### config.mk
export PLATFORM = sky130hd
export DESIGN_NAME = alut_arbiter30_flat
export DESIGN_NICKNAME = d
export VERILOG_FILES = /design/src/rtl/alut_arbiter30_if.sv /design/src/rtl/alut_arbiter30.sv /design/src/flat_wrapper.sv
export SDC_FILE = /design/constraint.sdc
export NUM_CORES = 1
export LEC_CHECK = 0
export ABC_AREA = 1
export CAP_MARGIN = 20
export CORE_MARGIN = 4
export CORE_UTILIZATION = 32
export DETAILED_ROUTE_END_ITERATION = 12
export GPL_ROUTABILITY_DRIVEN = 0
export GPL_TIMING_DRIVEN = 0
export PLACE_DENSITY_LB_ADDON = 0.12
export REMOVE_ABC_BUFFERS = 1
export SYNTH_ARGS = -nofsm -noshare
export SYNTH_HDL_FRONTEND = slang
export SYNTH_SLANG_ARGS = --single-unit
### constraint.sdc
create_clock -name pclk30 -period 2.05 [get_ports pclk30]
set_clock_uncertainty 0.15 [all_clocks]
set_input_delay 0.41 -clock pclk30 [delete_from_list [all_inputs] [get_ports pclk30]]
set_output_delay 0.41 -clock pclk30 [all_outputs]
set_load 0.05 [all_outputs]
### src/rtl/alut_arbiter30_if.sv
// Bundle of the two requester ports and the ALUT APB port seen by alut_arbiter30.
// The master modport is the arbiter's view; slave is the requesters/ALUT side.
interface alut_arbiter30_if;
  logic        req0_30;
  logic        req1_30;
  logic        wr0_30;
  logic        wr1_30;
  logic [6:0]  addr0_30;
  logic [6:0]  addr1_30;
  logic [31:0] wdata0_30;
  logic [31:0] wdata1_30;
  logic        ack0_30;
  logic        ack1_30;
  logic [31:0] rdata0_30;
  logic [31:0] rdata1_30;
  logic        psel30;
  logic        penable30;
  logic        pwrite30;
  logic [6:0]  paddr30;
  logic [31:0] pwdata30;
  logic [31:0] prdata30;
  logic        busy30;

  modport master (
    input  req0_30, req1_30, wr0_30, wr1_30, addr0_30, addr1_30,
           wdata0_30, wdata1_30, prdata30,
    output ack0_30, ack1_30, rdata0_30, rdata1_30, psel30, penable30,
           pwrite30, paddr30, pwdata30, busy30
  );

  modport slave (
    output req0_30, req1_30, wr0_30, wr1_30, addr0_30, addr1_30,
           wdata0_30, wdata1_30, prdata30,
    input  ack0_30, ack1_30, rdata0_30, rdata1_30, psel30, penable30,
           pwrite30, paddr30, pwdata30, busy30
  );
endinterface

### src/rtl/alut_arbiter30.sv
// Round-robin arbiter sharing the ALUT APB port between the host bridge
// (requester 0) and the learning/aging engine (requester 1).
module alut_arbiter30 (
  input  logic             pclk30,
  input  logic             p_reset30,
  alut_arbiter30_if.master bus
);

  typedef enum logic [1:0] {
    IDLE   = 2'd0,
    SETUP  = 2'd1,
    ACCESS = 2'd2
  } state_t;

  state_t      state;
  state_t      state_next;
  logic        any_req;
  logic        grant_sel;
  logic        grant;
  logic        last_grant;
  logic        pwrite_q;
  logic [6:0]  paddr_q;
  logic [31:0] pwdata_q;

  assign any_req = bus.req0_30 | bus.req1_30;

  // On a tie the requester that lost the previous arbitration goes next.
  always_comb begin
    grant_sel = 1'b0;
    if (bus.req0_30 && bus.req1_30) begin
      grant_sel = ~last_grant;
    end else if (bus.req1_30) begin
      grant_sel = 1'b1;
    end
  end

  always_ff @(posedge pclk30) begin
    if (p_reset30) begin
      state <= IDLE;
    end else begin
      state <= state_next;
    end
  end

  always_comb begin
    state_next = state;
    case (state)
      IDLE:    if (any_req) state_next = SETUP;
      SETUP:   state_next = ACCESS;
      ACCESS:  state_next = IDLE;
      default: state_next = IDLE;
    endcase
  end

  // Transfer attributes are captured once at grant and left untouched in IDLE.
  always_ff @(posedge pclk30) begin
    if (p_reset30) begin
      grant      <= 1'b0;
      last_grant <= 1'b1;
      pwrite_q   <= 1'b0;
      paddr_q    <= 7'd0;
      pwdata_q   <= 32'd0;
    end else if (state == IDLE && any_req) begin
      grant      <= grant_sel;
      last_grant <= grant_sel;
      pwrite_q   <= grant_sel ? bus.wr1_30    : bus.wr0_30;
      paddr_q    <= grant_sel ? bus.addr1_30  : bus.addr0_30;
      pwdata_q   <= grant_sel ? bus.wdata1_30 : bus.wdata0_30;
    end
  end

  always_comb begin
    bus.psel30    = 1'b0;
    bus.penable30 = 1'b0;
    bus.ack0_30   = 1'b0;
    bus.ack1_30   = 1'b0;
    case (state)
      SETUP: begin
        bus.psel30 = 1'b1;
      end
      ACCESS: begin
        bus.psel30    = 1'b1;
        bus.penable30 = 1'b1;
        bus.ack0_30   = ~grant;
        bus.ack1_30   = grant;
      end
      default: begin
      end
    endcase
  end

  assign bus.busy30    = (state != IDLE);
  assign bus.pwrite30  = pwrite_q;
  assign bus.paddr30   = paddr_q;
  assign bus.pwdata30  = pwdata_q;
  assign bus.rdata0_30 = bus.ack0_30 ? bus.prdata30 : 32'd0;
  assign bus.rdata1_30 = bus.ack1_30 ? bus.prdata30 : 32'd0;

endmodule

### src/flat_wrapper.sv
// flat-port wrapper written by rule: the top's interface ports become plain ports
module alut_arbiter30_flat 
  (pclk30, p_reset30, bus_req0_30, bus_req1_30, bus_wr0_30, bus_wr1_30, bus_addr0_30, bus_addr1_30, bus_wdata0_30, bus_wdata1_30, bus_prdata30, bus_ack0_30, bus_ack1_30, bus_rdata0_30, bus_rdata1_30, bus_psel30, bus_penable30, bus_pwrite30, bus_paddr30, bus_pwdata30, bus_busy30);
  alut_arbiter30_if bus_i ();
  input  logic pclk30;
  input  logic p_reset30;
  input wire logic [$bits(bus_i.req0_30)-1:0] bus_req0_30;
  input wire logic [$bits(bus_i.req1_30)-1:0] bus_req1_30;
  input wire logic [$bits(bus_i.wr0_30)-1:0] bus_wr0_30;
  input wire logic [$bits(bus_i.wr1_30)-1:0] bus_wr1_30;
  input wire logic [$bits(bus_i.addr0_30)-1:0] bus_addr0_30;
  input wire logic [$bits(bus_i.addr1_30)-1:0] bus_addr1_30;
  input wire logic [$bits(bus_i.wdata0_30)-1:0] bus_wdata0_30;
  input wire logic [$bits(bus_i.wdata1_30)-1:0] bus_wdata1_30;
  input wire logic [$bits(bus_i.prdata30)-1:0] bus_prdata30;
  output wire logic [$bits(bus_i.ack0_30)-1:0] bus_ack0_30;
  output wire logic [$bits(bus_i.ack1_30)-1:0] bus_ack1_30;
  output wire logic [$bits(bus_i.rdata0_30)-1:0] bus_rdata0_30;
  output wire logic [$bits(bus_i.rdata1_30)-1:0] bus_rdata1_30;
  output wire logic [$bits(bus_i.psel30)-1:0] bus_psel30;
  output wire logic [$bits(bus_i.penable30)-1:0] bus_penable30;
  output wire logic [$bits(bus_i.pwrite30)-1:0] bus_pwrite30;
  output wire logic [$bits(bus_i.paddr30)-1:0] bus_paddr30;
  output wire logic [$bits(bus_i.pwdata30)-1:0] bus_pwdata30;
  output wire logic [$bits(bus_i.busy30)-1:0] bus_busy30;
  assign bus_i.req0_30 = bus_req0_30;
  assign bus_i.req1_30 = bus_req1_30;
  assign bus_i.wr0_30 = bus_wr0_30;
  assign bus_i.wr1_30 = bus_wr1_30;
  assign bus_i.addr0_30 = bus_addr0_30;
  assign bus_i.addr1_30 = bus_addr1_30;
  assign bus_i.wdata0_30 = bus_wdata0_30;
  assign bus_i.wdata1_30 = bus_wdata1_30;
  assign bus_i.prdata30 = bus_prdata30;
  assign bus_ack0_30 = bus_i.ack0_30;
  assign bus_ack1_30 = bus_i.ack1_30;
  assign bus_rdata0_30 = bus_i.rdata0_30;
  assign bus_rdata1_30 = bus_i.rdata1_30;
  assign bus_psel30 = bus_i.psel30;
  assign bus_penable30 = bus_i.penable30;
  assign bus_pwrite30 = bus_i.pwrite30;
  assign bus_paddr30 = bus_i.paddr30;
  assign bus_pwdata30 = bus_i.pwdata30;
  assign bus_busy30 = bus_i.busy30;
  alut_arbiter30 u_core (.pclk30(pclk30), .p_reset30(p_reset30), .bus(bus_i));
endmodule
Word level (Yosys, flattened, before mapping)

Cells that the tools add are included.

Eq/ne operators: 3
Mux-type cells: 13
Bitwise operators: 3
Reductions and logical operators: 5

Operator list:

| cell                                           | count |
|---|---|
| two-way mux 32 bit                             | 3 |
| two-way mux 1 bit                              | 7 |
| two-way mux 7 bit                              | 1 |
| case mux 2 bit (2 select lines)                | 1 |
| == test 2 x 1 -> 1 bit (second input constant) | 1 |
| == test 2 bit (second input constant)          | 1 |
| logical AND 1 bit                              | 2 |
| logical NOT 2 bit                              | 1 |
| two-way mux 2 bit                              | 1 |
| != test 2 x 1 -> 1 bit (second input constant) | 1 |
| inverter 1 bit                                 | 2 |
| nonzero test 2 bit                             | 1 |
| OR reduction 2 bit                             | 1 |
| bitwise OR 1 bit                               | 1 |

Bits in registers: 44
Bits of input ports: 116
Word-level logic and storage cells: 30

Depth between registers and ports, before layout

Depth in word-level cells: 3
Mapped depth: 8
Depth with buffers taken out: 7

Least setup slack after synthesis

No wires, ideal clock.

Kind: register -> output
From: register u_core.state[0]
To: output port bus_rdata0_30[10]
Data arrival time: 2.754 ns
Required time: 1.490 ns
Setup slack: -1.264 ns
Cell stages (with the launch flop): 8
Buffers on the path: 1
Cells stage by stage: dfxtp_1 inv_1 ha_1 inv_1 nor2_1 inv_1 clkbuf_1 nor2_1

Cells in the longest elaborated chain, start to end: 3

Ends and longest elaborated chain:

| element                | line                 | text |
|---|---|---|
| from (decl)            | alut_arbiter30.sv:15 | `state_t state;` |
| from (signal assigned) | alut_arbiter30.sv:41 | `state <= state_next;` |
| == test 2 bit          | alut_arbiter30.sv:77 | `case (state)` |
| two-way mux 1 bit      | alut_arbiter30.sv:77 |  |
| named net bus_ack0_30  | flat_wrapper.sv:16   | `output wire logic [$bits(bus_i.ack0_30)-1:0] bus_ack0_30;` |
| two-way mux 32 bit     | alut_arbiter30.sv:96 | `assign bus.rdata0_30 = bus.ack0_30 ? bus.prdata30 : 32'd0;` |
| to (decl)              | flat_wrapper.sv:18   | `output wire logic [$bits(bus_i.rdata0_30)-1:0] bus_rdata0_30;` |

The timed path passes the listed nets, and every way through them passes these cells.

Worst setup path after layout

From: register u_core.state[0]
To: output port bus_rdata0_30[0]

Cells in the longest elaborated chain, start to end: 3

Ends and longest elaborated chain:

| element            | line |
|---|---|
| == test 2 bit      | alut_arbiter30.sv:77 |
| two-way mux 1 bit  | alut_arbiter30.sv:77 |
| two-way mux 32 bit | alut_arbiter30.sv:96 |

No other way between the ends.

==> flow_metrics.tcl <==
set metrics [dict create \
    worst_skew_pair.late_latency_ns 0.28 \
    wire_per_inst_um 14.2 \
    synth_top_area_cell "dfxtp_1" \
    max_slew.worst_pin.slew_ns 0.566 \
    grt_usage_pct 20.6 \
    synthCells 473 \
    fmax_mhz 439 \
    ir_drop_v 0.000351 \
    ios 225 \
    die_w_um 98.5 \
    fp.dieH_um 98.5 \
    status "finished with violations" \
    rows 32 \
    grt-ovfl-total 0 \
    pre_cts_slack_ns -1.01 \
    antenna_left 0 \
    startpoint_type "flip-flop" \
    cts_tree "done" \
    grt_pass1_vias 3346 \
    ys.flop_type "dfxtp_1" \
    clkSlewWorstSetupHoldPaths_ns 0.08 \
    num_vias 3543 \
    p_leak_nw 2.93 \
    drcViolationCount 0 \
    drt_iter0_markers 74 \
    synth_edf_count 0 \
    p_per_area_mw_per_mm2 597 \
    slew_violations 0 \
    relSlewSlack_pct 62.4 \
    antenna_found_initial 0 \
    synth.avg_cell_area_um2 5.54 \
    cts-buffers-inserted 5 \
    final_util_pct 69.8 \
    grt_max_degree 52 \
    path_class "reg -> out" \
    drt-vias-per-instance 4.43 \
    antennaDiodeCount 0 \
    cap_violations 0 \
    core_area_mm2 0.00785 \
    ys_ff_latch 44 \
    portBuffers 224 \
    drtPass1Iterations 4 \
    holdBufCountCts 0 \
    required_ns 1.49 \
    clockBufferDepth 2 \
    fin_ws_ns -0.230 \
    drive_gt1_share_pct 19.8 \
    async_reset_ff_share_pct 0 \
    crit_fanout 11 \
    place_hpwl_um 8050 \
    htree_levels 2 \
    dieArea_mm2 0.00970 \
    synth-seq-area-share_pct 33.6 \
    end_kind "primary output" \
    hold_violations 0 \
    holdCritPathClass "reg -> reg" \
    ys_warn_count 0 \
    synth_cell_types 16 \
    netlist.area_leader.share_pct 33.6 \
    grt_pass1_wl_um 16400 \
    root_buffer "clkbuf_8" \
    syn_area_mm2 0.00262 \
    period_minus_slack_ns 2.28 \
    synth.area.top_cells "dfxtp_1 34%, nor2_1 27%, nand2_1 12%" \
    start_util_pct 33.4 \
    grt_setup_unrepaired "true" \
    nets 815 \
    wl_um 11400 \
    syn_to_final_growth_pct 109 \
    fin_crit_sh_pct 111 \
    setup_viol 66 \
    critPathArrivalTime_ns 1.72 \
    violations "setup timing" \
    clkSinkCount 44 \
]
layout make-up:
cell class | instances | area, um^2
repair buffers | 239 | 2470
fillers | 644 | 2370
multi-input cells | 325 | 1570
flip-flops and latches | 44 | 883
inverters | 79 | 304
well taps | 102 | 128
clock buffers | 6 | 72.6
clock inverters | 2 | 35.0
repair inverters | 2 | 15.0
critical path, cell delays in order, from the launching register on:
cell and delay (ns):
dfxtp_2 0.34, inv_2 0.07, ha_4 0.14, inv_2 0.04, nor2_4 0.15, buf_6 0.13, clkinvlp_4 0.11, buf_12 0.18
nor2_2 0.11, buf_6 0.17
where the power goes:
part / total (mW) / leakage [nW] / internal, mW / switching, mW
registers: 1.02 / 0.366 / 0.968 / 0.0537
clock network: 0.643 / 0.0552 / 0.362 / 0.281
logic: 1.61 / 2.51 / 0.627 / 0.982
total: 3.27 / 2.93 / 1.96 / 1.32
metal layers:
metal	global-route usage [%]	wire length, um	up-vias
li1	-	-	1822
met1	20.3	3950	1565
met2	40.9	6160	144
met3	7.01	1050	12
met4	4.41	193	0
met5	0	0	-
cells by family after synthesis:
logic type | Yosys count | share of synthesized area [%]
simple gates | 277 | 40.2
fa+ha+maj | 3 | 1.43
compound gates | 44 | 8.50
flops | 44 | 33.6
buf+inv | 105 | 16.2
cells in the mapped netlist (2+ instances only):
library cell	count
dfxtp_1	44
buf_2	12
clkbuf_1	10
buf_4	4
inv_1	78
o21ai_1	7
nand2_1	87
a21oi_1	2
nand3_1	3
ha_1	3
o21ai_0	34
nor2_1	185
cells in the final DEF (no fill, tap or decap):
master / Yosys / final
a211oi_1: 1 / 1
a21oi_1: 2 / 2
buf_12: 0 / 3
buf_16: 0 / 1
buf_4: 4 / 22
buf_6: 0 / 31
buf_8: 0 / 6
bufinv_16: 0 / 1
clkbuf_1: 10 / 1
clkbuf_16: 0 / 1
clkbuf_4: 0 / 16
clkbuf_8: 0 / 5
clkdlybuf4s15_2: 0 / 1
clkdlybuf4s18_2: 0 / 1
clkdlybuf4s50_1: 0 / 137
clkinv_2: 0 / 1
clkinvlp_4: 0 / 4
dfxtp_1: 44 / 42
dfxtp_2: 0 / 2
dlygate4sd2_1: 0 / 3
dlymetal6s2s_1: 0 / 17
ha_1: 3 / 2
ha_4: 0 / 1
inv_1: 78 / 74
inv_2: 1 / 3
nand2_1: 87 / 85
nand2_4: 0 / 2
nand3_1: 3 / 3
nor2_1: 185 / 151
nor2_2: 1 / 8
nor2_4: 1 / 29
o21ai_0: 34 / 34
o21ai_1: 7 / 7
state kept, by name, indices dropped and copies added (netlist names):
register and cells:
u_core.state 2, u_core.grant 1, u_core.bus.paddr30 7, u_core.bus.pwrite30 1, u_core.last_grant 1, u_core.bus.pwdata30 32
through the flow:
| step | hold slack, ns | instance area [um^2] | instances | setup TNS (ns) | total power [mW] |
|---|---|---|---|---|---|
| final | 0.313 | 5480 | 799 | -8.89 | 3.27 |
| after global placement | 0.290 | 4860 | 773 | -100.57 | 2.49 |
| after CTS | 0.316 | 5260 | 795 | -6.87 | 3.27 |
| after detailed placement | 0.293 | 4910 | 775 | -67.45 | 2.52 |
| after floorplan | 0.279 | 2490 | 447 | -81.04 | 1.90 |
| after global routing | 0.334 | 5480 | 799 | -13.82 | 3.47 |
timing repair:
item                                   CTS  global route
gates resized for setup                481            63
gates cloned                             3             1
pin swaps                                3             4
buffers inserted                         9             3
setup endpoints to repair               97           113
endpoints found under the hold margin    0             0
worst paths after layout:
kind / slack, ns / endpoint / from / cells after the start
worst max-delay path: -0.23 / bus_rdata0_30[0] / u_core.state[0]$_SDFFE_PP0P_ / 9
worst min-delay path: 0.31 / u_core.last_grant$_SDFFE_PP1P_ / u_core.last_grant$_SDFFE_PP1P_ / 2
worst max register to register: 0.27 / u_core.bus.pwdata30[12]$_SDFFE_PP0P_ / u_core.state[0]$_SDFFE_PP0P_ / 9
worst min register to register: 0.31 / u_core.last_grant$_SDFFE_PP1P_ / u_core.last_grant$_SDFFE_PP1P_ / 2
Note: power is estimated with default switching activity, not from simulation.
